[src/rtl/bounce_pkg.sv]
// Shared types and constants for the switch bounce emulator.
// Holds the FSM state encoding and the LFSR polynomial/seed defaults.
package bounce_pkg;

    typedef enum logic [1:0] {
        SETTLED_LO = 2'd0,
        BOUNCE_UP  = 2'd1,
        SETTLED_HI = 2'd2,
        BOUNCE_DN  = 2'd3
    } bounce_state_t;

    localparam logic [15:0] LFSR_TAPS    = 16'hB400;
    localparam logic [15:0] DEFAULT_SEED = 16'hACE1;

    // One right-shifting Galois step: feedback taps are applied when the bit shifted out is 1.
    function automatic logic [15:0] lfsr_step(input logic [15:0] v);
        return {1'b0, v[15:1]} ^ (v[0] ? LFSR_TAPS : 16'h0000);
    endfunction

endpackage

[src/rtl/switch_bounce_gen_lfsr16.sv]
// Free-running 16-bit Galois LFSR supplying pseudo-random dwell times.
// An all-zero seed would lock the register, so it is swapped for the default seed.
module lfsr16
    import bounce_pkg::*;
(
    input  logic        clk,
    input  logic        reset,
    input  logic [15:0] seed,
    output logic [15:0] q
);

    logic [15:0] seed_eff;
    logic [15:0] q_q;

    assign seed_eff = (seed == 16'h0000) ? DEFAULT_SEED : seed;

    always_ff @(posedge clk) begin
        if (reset) begin
            q_q <= seed_eff;
        end else begin
            q_q <= lfsr_step(q_q);
        end
    end

    assign q = q_q;

endmodule

[src/rtl/switch_bounce_gen.sv]
// Mechanical switch emulator: turns a clean level into a chattering output that
// toggles 2*K extra times with pseudo-random dwell times before settling.
module switch_bounce_gen
    import bounce_pkg::*;
#(
    parameter int          DWELL_W = 4,
    parameter logic [15:0] SEED    = 16'hACE1
) (
    input  logic       clk,
    input  logic       reset,
    input  logic       db_in,
    input  logic       en,
    input  logic [7:0] bounce_len,
    output logic       sw_out,
    output logic       busy
);

    localparam logic [DWELL_W:0] DWELL_ONE = (DWELL_W + 1)'(1);

    bounce_state_t    state_q, state_d;
    logic [8:0]       rem_q, rem_d;
    logic [DWELL_W:0] dwell_q, dwell_d;
    logic             sw_q, sw_d;
    logic [15:0]      lfsr_q;
    logic [DWELL_W:0] dwell_reload;
    logic             target;
    logic             unused_lfsr_hi;

    lfsr16 u_lfsr (
        .clk   (clk),
        .reset (reset),
        .seed  (SEED),
        .q     (lfsr_q)
    );

    // Only the low bits set the dwell; the rest of the LFSR just feeds the sequence.
    assign unused_lfsr_hi = ^lfsr_q[15:DWELL_W];
    assign dwell_reload   = (DWELL_W + 1)'(lfsr_q[DWELL_W-1:0]) + DWELL_ONE;
    assign target         = (state_q == BOUNCE_UP);

    always_comb begin
        state_d = state_q;
        rem_d   = rem_q;
        dwell_d = dwell_q;
        sw_d    = sw_q;
        unique case (state_q)
            SETTLED_LO: begin
                if (db_in) begin
                    sw_d = 1'b1;
                    if (en && (bounce_len != 8'd0)) begin
                        state_d = BOUNCE_UP;
                        rem_d   = {bounce_len, 1'b0};
                        dwell_d = dwell_reload;
                    end else begin
                        state_d = SETTLED_HI;
                    end
                end
            end
            SETTLED_HI: begin
                if (!db_in) begin
                    sw_d = 1'b0;
                    if (en && (bounce_len != 8'd0)) begin
                        state_d = BOUNCE_DN;
                        rem_d   = {bounce_len, 1'b0};
                        dwell_d = dwell_reload;
                    end else begin
                        state_d = SETTLED_LO;
                    end
                end
            end
            BOUNCE_UP, BOUNCE_DN: begin
                if (db_in != target) begin
                    // Input reversed mid-chatter: snap straight to the new level.
                    state_d = db_in ? SETTLED_HI : SETTLED_LO;
                    sw_d    = db_in;
                    rem_d   = 9'd0;
                    dwell_d = '0;
                end else if (dwell_q > DWELL_ONE) begin
                    dwell_d = dwell_q - DWELL_ONE;
                end else if (rem_q != 9'd0) begin
                    sw_d    = ~sw_q;
                    rem_d   = rem_q - 9'd1;
                    dwell_d = dwell_reload;
                end else begin
                    state_d = target ? SETTLED_HI : SETTLED_LO;
                    dwell_d = '0;
                end
            end
        endcase
    end

    always_ff @(posedge clk) begin
        if (reset) begin
            state_q <= SETTLED_LO;
            rem_q   <= 9'd0;
            dwell_q <= '0;
            sw_q    <= 1'b0;
        end else begin
            state_q <= state_d;
            rem_q   <= rem_d;
            dwell_q <= dwell_d;
            sw_q    <= sw_d;
        end
    end

    assign sw_out = sw_q;
    assign busy   = (state_q == BOUNCE_UP) || (state_q == BOUNCE_DN);

endmodule
[config.mk]
export PLATFORM = sky130hd
export DESIGN_NAME = switch_bounce_gen
export DESIGN_NICKNAME = d
export VERILOG_FILES = /design/src/rtl/bounce_pkg.sv /design/src/rtl/switch_bounce_gen_lfsr16.sv /design/src/rtl/switch_bounce_gen.sv
export SDC_FILE = /design/constraint.sdc
export NUM_CORES = 1
export LEC_CHECK = 0
export ABC_AREA = 1
export CORE_ASPECT_RATIO = 1.75
export CORE_MARGIN = 8
export CORE_UTILIZATION = 54
export CTS_BUF_LIST = sky130_fd_sc_hd__clkbuf_4 sky130_fd_sc_hd__clkbuf_8
export DETAILED_ROUTE_END_ITERATION = 16
export PLACE_DENSITY = 0.81
export SYNTH_ARGS = -nofsm -noshare
export SYNTH_HDL_FRONTEND = slang
export SYNTH_SLANG_ARGS = --single-unit
[constraint.sdc]
create_clock -name clk -period 1.95 [get_ports clk]
set_input_delay 0.195 -clock clk [delete_from_list [all_inputs] [get_ports clk]]
set_output_delay 0.195 -clock clk [all_outputs]
set_load 0.03 [all_outputs]
* Word level (Yosys, flattened, before mapping) *
Cells that the tools add are included.

word-level totals
  register bits after elaboration = 33
  output and inout bits = 2
  logic and storage cells = 60
  input bits = 12

operators by class
  mux-type cells = 31
  bitwise gates (word level) = 2
  eq/ne operators = 9
  $add $sub $neg = 3
  $lt $le $gt $ge = 1
  reduce and logical (&&, ||, !) cells = 9

operators with widths
  kind                                                 count
  2-to-1 mux 9 bit                                     6
  2-to-1 mux 5 bit                                     6
  one-hot mux 9 bit (3 select lines)                   1
  2-to-1 mux 2 bit                                     9
  2-to-1 mux 16 bit                                    1
  bitwise XOR 15 x 16 -> 16 bit                        1
  one-hot mux 5 bit (3 select lines)                   1
  inequality test 3 bit, second input constant         3
  nonzero test 9 bit                                   1
  subtractor 9 x 1 -> 9 bit, second input constant     1
  AND reduction 4 bit                                  2
  nonzero test 8 bit                                   1
  one-hot mux 2 bit (3 select lines)                   1
  adder 4 x 1 -> 5 bit, second input constant          1
  > comparator 5 x 1 -> 1 bit, second input constant   1
  2-to-1 mux 1 bit                                     5
  subtractor 5 x 1 -> 5 bit, second input constant     1
  equality test 2 bit, second input constant           2
  inequality test 2 bit, second input constant         2
  one-hot mux 1 bit (3 select lines)                   1
  equality test 2 x 1 -> 1 bit, second input constant  1
  logical NOT 2 bit                                    1
  AND reduction 2 bit                                  1
  OR reduction 2 bit                                   1
  other kinds (4)                                      4

* Depth between registers and ports, before layout *
  depth in word-level cells = 6
  gate-level depth with buffers = 13

* Hierarchy *
A second synthesis with hierarchy kept.

second synthesis, totals
  cells, all modules = 309
  area total of the unflattened synthesis = 2,037.0 um^2

modules (own cells, without submodules)
  module             times used  area each (um^2)  seq. area each (um^2)  cells each
  switch_bounce_gen  1           1,406.3           340.3                  224
  lfsr16             1           630.6             320.3                  85

* Worst setup path after synthesis *
OpenSTA, ideal clock, no wires.

  kind = register -> register
  start = register state_q[0]
  end = register rem_q[5]
  path buffers = 2
  arrival time = 1.934 ns
  stages on the path, launching flop included = 13
  data required time = 1.837 ns
  slack = -0.097 ns
  path through = dfxtp_1 inv_2 clkbuf_1 nor2_1 inv_1 ha_1 nand2_1 inv_1 a21oi_2 nand3_2 buf_6 nor2_1 nor2_1

between the ends
  word-level cells in the longest chain between the ends = 4
  elaborated cells between the ends (all ways) = 13

RTL lines
  element                                                                              line                                              RTL
  start, declared                                                                      switch_bounce_gen.sv:20                           bounce_state_t state_q, state_d;
  start signal, assigned                                                               switch_bounce_gen.sv:99                           state_q <= state_d;
  equality test 2 x 1 -> 1 bit or equality test 2 bit (tied branches)                  switch_bounce_gen.sv:39, switch_bounce_gen.sv:46
  inequality test 1 bit or OR reduction 2 bit (tied branches)                          switch_bounce_gen.sv:72, switch_bounce_gen.sv:46
  inequality test 3 bit (no line) or 2-to-1 mux 9 bit (tied branches)                  n/a
  AND reduction 4 bit (no line) or one-hot mux 9 bit (3 select lines) (tied branches)  n/a
  end signal, assigned                                                                 switch_bounce_gen.sv:100                          rem_q <= rem_d;
  end, declared                                                                        switch_bounce_gen.sv:21                           logic [8:0] rem_q, rem_d;

Several ways; a longest one is shown, not always the timed one.
A chain may end at the register's enable or synchronous reset.

* Worst setup path in the final report *
  start = register state_q[1]
  end = register rem_q[0]

The elaborated chain is that of the path after synthesis.

==> impl_metrics.py <==
metrics = {
    "critical_path": {
        "cp-start-kind": "register",
        "required_ns": 2.13,
        "end_kind": "register",
        "crit_arrival_ns": 1.97,
        "regToRegSetupSlack_ns": 0.16,
        "critPathMaxFanout": 6,
        "critPathKind": "register to register",
    },
    "global_route": {
        "grt_pass1_wl_um": 7362,
        "grt_max_degree": 19,
        "track_usage_pct": 17.20,
        "antenna_found_initial": 0,
        "first_global_vias": 1793,
        "overflow": 0,
    },
    "clocking": {
        "clk_pin_slew_ns": 0.07,
        "cts_max_level": 2,
        "cts_tree": "yes",
        "cts_hold_buf": 0,
        "cts_made_buffers": 5,
        "cts_buffer_depth": 2,
        "cts_root_buf": "clkbuf_8",
        "clock_latency_ns": 0.29,
        "cts.sinks": 33,
    },
    "die": {
        "coreArea_um2": 3328,
        "design.portCount": 14,
        "dieArea_um2": 5597,
        "die_height_um": 93.15,
        "start_util_pct": 55.19,
        "die_x_um": 60.09,
        "core.rowCount": 28,
    },
    "cells_and_area": {
        "fin_cells": 355,
        "area.growth.synth_to_final_pct": 18.19,
        "drive_gt1_share_pct": 12.26,
        "fill_cells": 324,
        "final_area_um2": 2171,
        "fin_util_pct": 65.23,
        "diodes": 0,
        "num-nets-final": 328,
    },
    "place": {
        "placed_area_um2": 2063,
        "hpwlAfterDp_um": 3227,
        "io_buffers": 13,
        "dpl_worst_slack_ns": 0.007915,
        "gp_congestion": 0.8396,
        "dp.cells": 347,
    },
    "yosys": {
        "netlist_area_um2": 1837,
        "synth_cell_types": 30,
        "synth-seq-area-share_pct": 35.97,
        "syn_inst": 285,
        "ys_warn_count": 0,
        "synth_nets": 303,
        "ys_seq_elements": 33,
        "syn_avg_cell_area_um2": 6.445,
    },
    "power_and_ir_drop": {
        "peakVddDrop_mv": 0.7814,
        "power_density_nw_per_um2": 1331,
        "leakagePower_nw": 1.120,
    },
    "sta": {
        "min_period_ns": 1.787,
        "max_freq_ghz": 0.5595,
        "setup_tns_ns": 0,
        "rsz0062_at_grt": "false",
        "finalWorstSetupSlack_ns": 0.1627,
        "max_slew.worst_pin.slew_ns": 0.5333,
        "slew_viol_final": 0,
        "slew_headroom_pct": 64.22,
        "setup_viol": 0,
        "min_period_over_period_pct": 91.66,
        "finalClockSkew_ns": 0.007457,
        "hold_viol": 0,
    },
    "drt": {
        "drtIter0Drc": 68,
        "ant_nets": 0,
        "drcViolationCount": 0,
        "vias_per_cell": 5.048,
        "vias": 1792,
        "wl_per_cell_um": 11.93,
        "firstDrtPassIters": 4,
        "finalWirelength_um": 4235,
    },
    "hold_path": {
        "holdCritPathClass": "register to register",
    },
    "status": {
        "outcome": "finished clean",
    },
    "job": {
        "drv_cap": 0,
    },
}
-- area by class of cell --
cell class                      instances  area [um2]  area share (%)
Clock buffer                            7       90.09           4.150
Inverter                               37       138.9           6.398
Multi-Input combinational cell        208        1003           46.22
Sequential cell                        33       661.9           30.49
Tap cell                               45       56.30           2.594
Timing Repair Buffer                   25       220.2           10.14
-- stage by stage --
stage	total power [mW]	hold slack (ns)
floorplan	1.980	0.2988
global placement	2.305	0.3962
detailed placement	2.350	0.3956
CTS	2.880	0.4061
global route	3.143	0.4217
finish	2.889	0.4019
-- cells in the final DEF (no fill, tap or decap), drive strengths merged, types with 7 or more instances in the layout --
cell           instances
nand2                 81
nor2                  52
inv                   36
dfxtp                 33
nand3                 28
clkdlybuf4s50         13
a21oi                 13
buf                   12
o21ai                  8
clkbuf                 7
-- path summary, 6_finish.rpt --
| check | start | to | cells after the start |
|---|---|---|---|
| max | state_q[1]$_SDFFE_PP0P_ | rem_q[0]$_SDFFE_PP0P_ | 11 |
| min | u_lfsr.q[5]$_SDFF_PP1_ | u_lfsr.q[4]$_SDFF_PP0_ | 2 |
| max reg2reg | state_q[1]$_SDFFE_PP0P_ | rem_q[0]$_SDFFE_PP0P_ | 11 |
| min reg2reg | u_lfsr.q[5]$_SDFF_PP1_ | u_lfsr.q[4]$_SDFF_PP0_ | 2 |
-- critical path: stages (launching register included) --
cell and delay, ns:
dfxtp_1 0.35, nor2_2 0.14, inv_1 0.05, ha_1 0.29, nand2_1 0.11, inv_2 0.07
nand3_1 0.15, inv_1 0.09, nor2_4 0.19, nand3_1 0.10, nand2_1 0.07, nor2_1 0.05
-- synth_stat cells (all sizes together) --
cell type   n  area, um2
a21oi      13      68.82
a22oi       1      7.510
and2        1      6.260
buf         5      36.28
clkbuf      2      7.510
clkinv      1      3.750
dfxtp      33      660.6
ha          6      75.07
inv        36      135.1
mux2i       1      10.01
nand2      81      309.0
nand3      28      145.1
nand4       3      18.77
nor2       52      207.7
nor3        1      5.000
o21ai       8      43.79
o21bai      1      7.510
o31ai       1      7.510
or2         6      37.54
xnor2       1      8.760
xor2        4      35.03
-- routing by layer --
| metal | global-route usage, % | share of wire, % | wire (um) | up-vias |
|---|---|---|---|---|
| li1 | - | - | - | 934 |
| met1 | 14.11 | 38 | 1606 | 817 |
| met2 | 32.85 | 55 | 2312 | 25 |
| met3 | 4.402 | 3.0 | 127 | 16 |
| met4 | 12.22 | 4.4 | 188 | 0 |
| met5 | 0 | 0 | 0 | - |
-- where the power goes --
part	switching (mW)	total, mW	internal (mW)
Sequential	0.111	0.932	0.821
Combinational	0.893	1.44	0.546
Clock	0.225	0.518	0.293
Total	1.23	2.89	1.66
-- cells by family (layout without fill, tap and decap cells) --
logic type	after synthesis	count (layout)	share of synthesized area, %
XOR/XNOR	5	5	2.384
buffers and inverters	44	69	9.945
adder cells (fa/ha/maj)	6	6	4.087
AO/OA/AOI/OAI	24	24	7.358
flip-flops	33	33	35.97
multiplexers	1	1	0.5450
AND/OR/NAND/NOR	172	172	39.71
-- state kept, by name, summed over array words and instances, names as in the netlist --
| name | flops |
|---|---|
| sw_out | 1 |
| u_lfsr.q | 16 |
| state_q | 2 |
| rem_q | 9 |
| dwell_q | 5 |
-- timing repair --
item                       in CTS  in global routing
setup endpoints to repair       0                  9
gates resized for setup         0                  3
buffers inserted                0                  1
No activity file was read; power rests on OpenSTA's default activity.
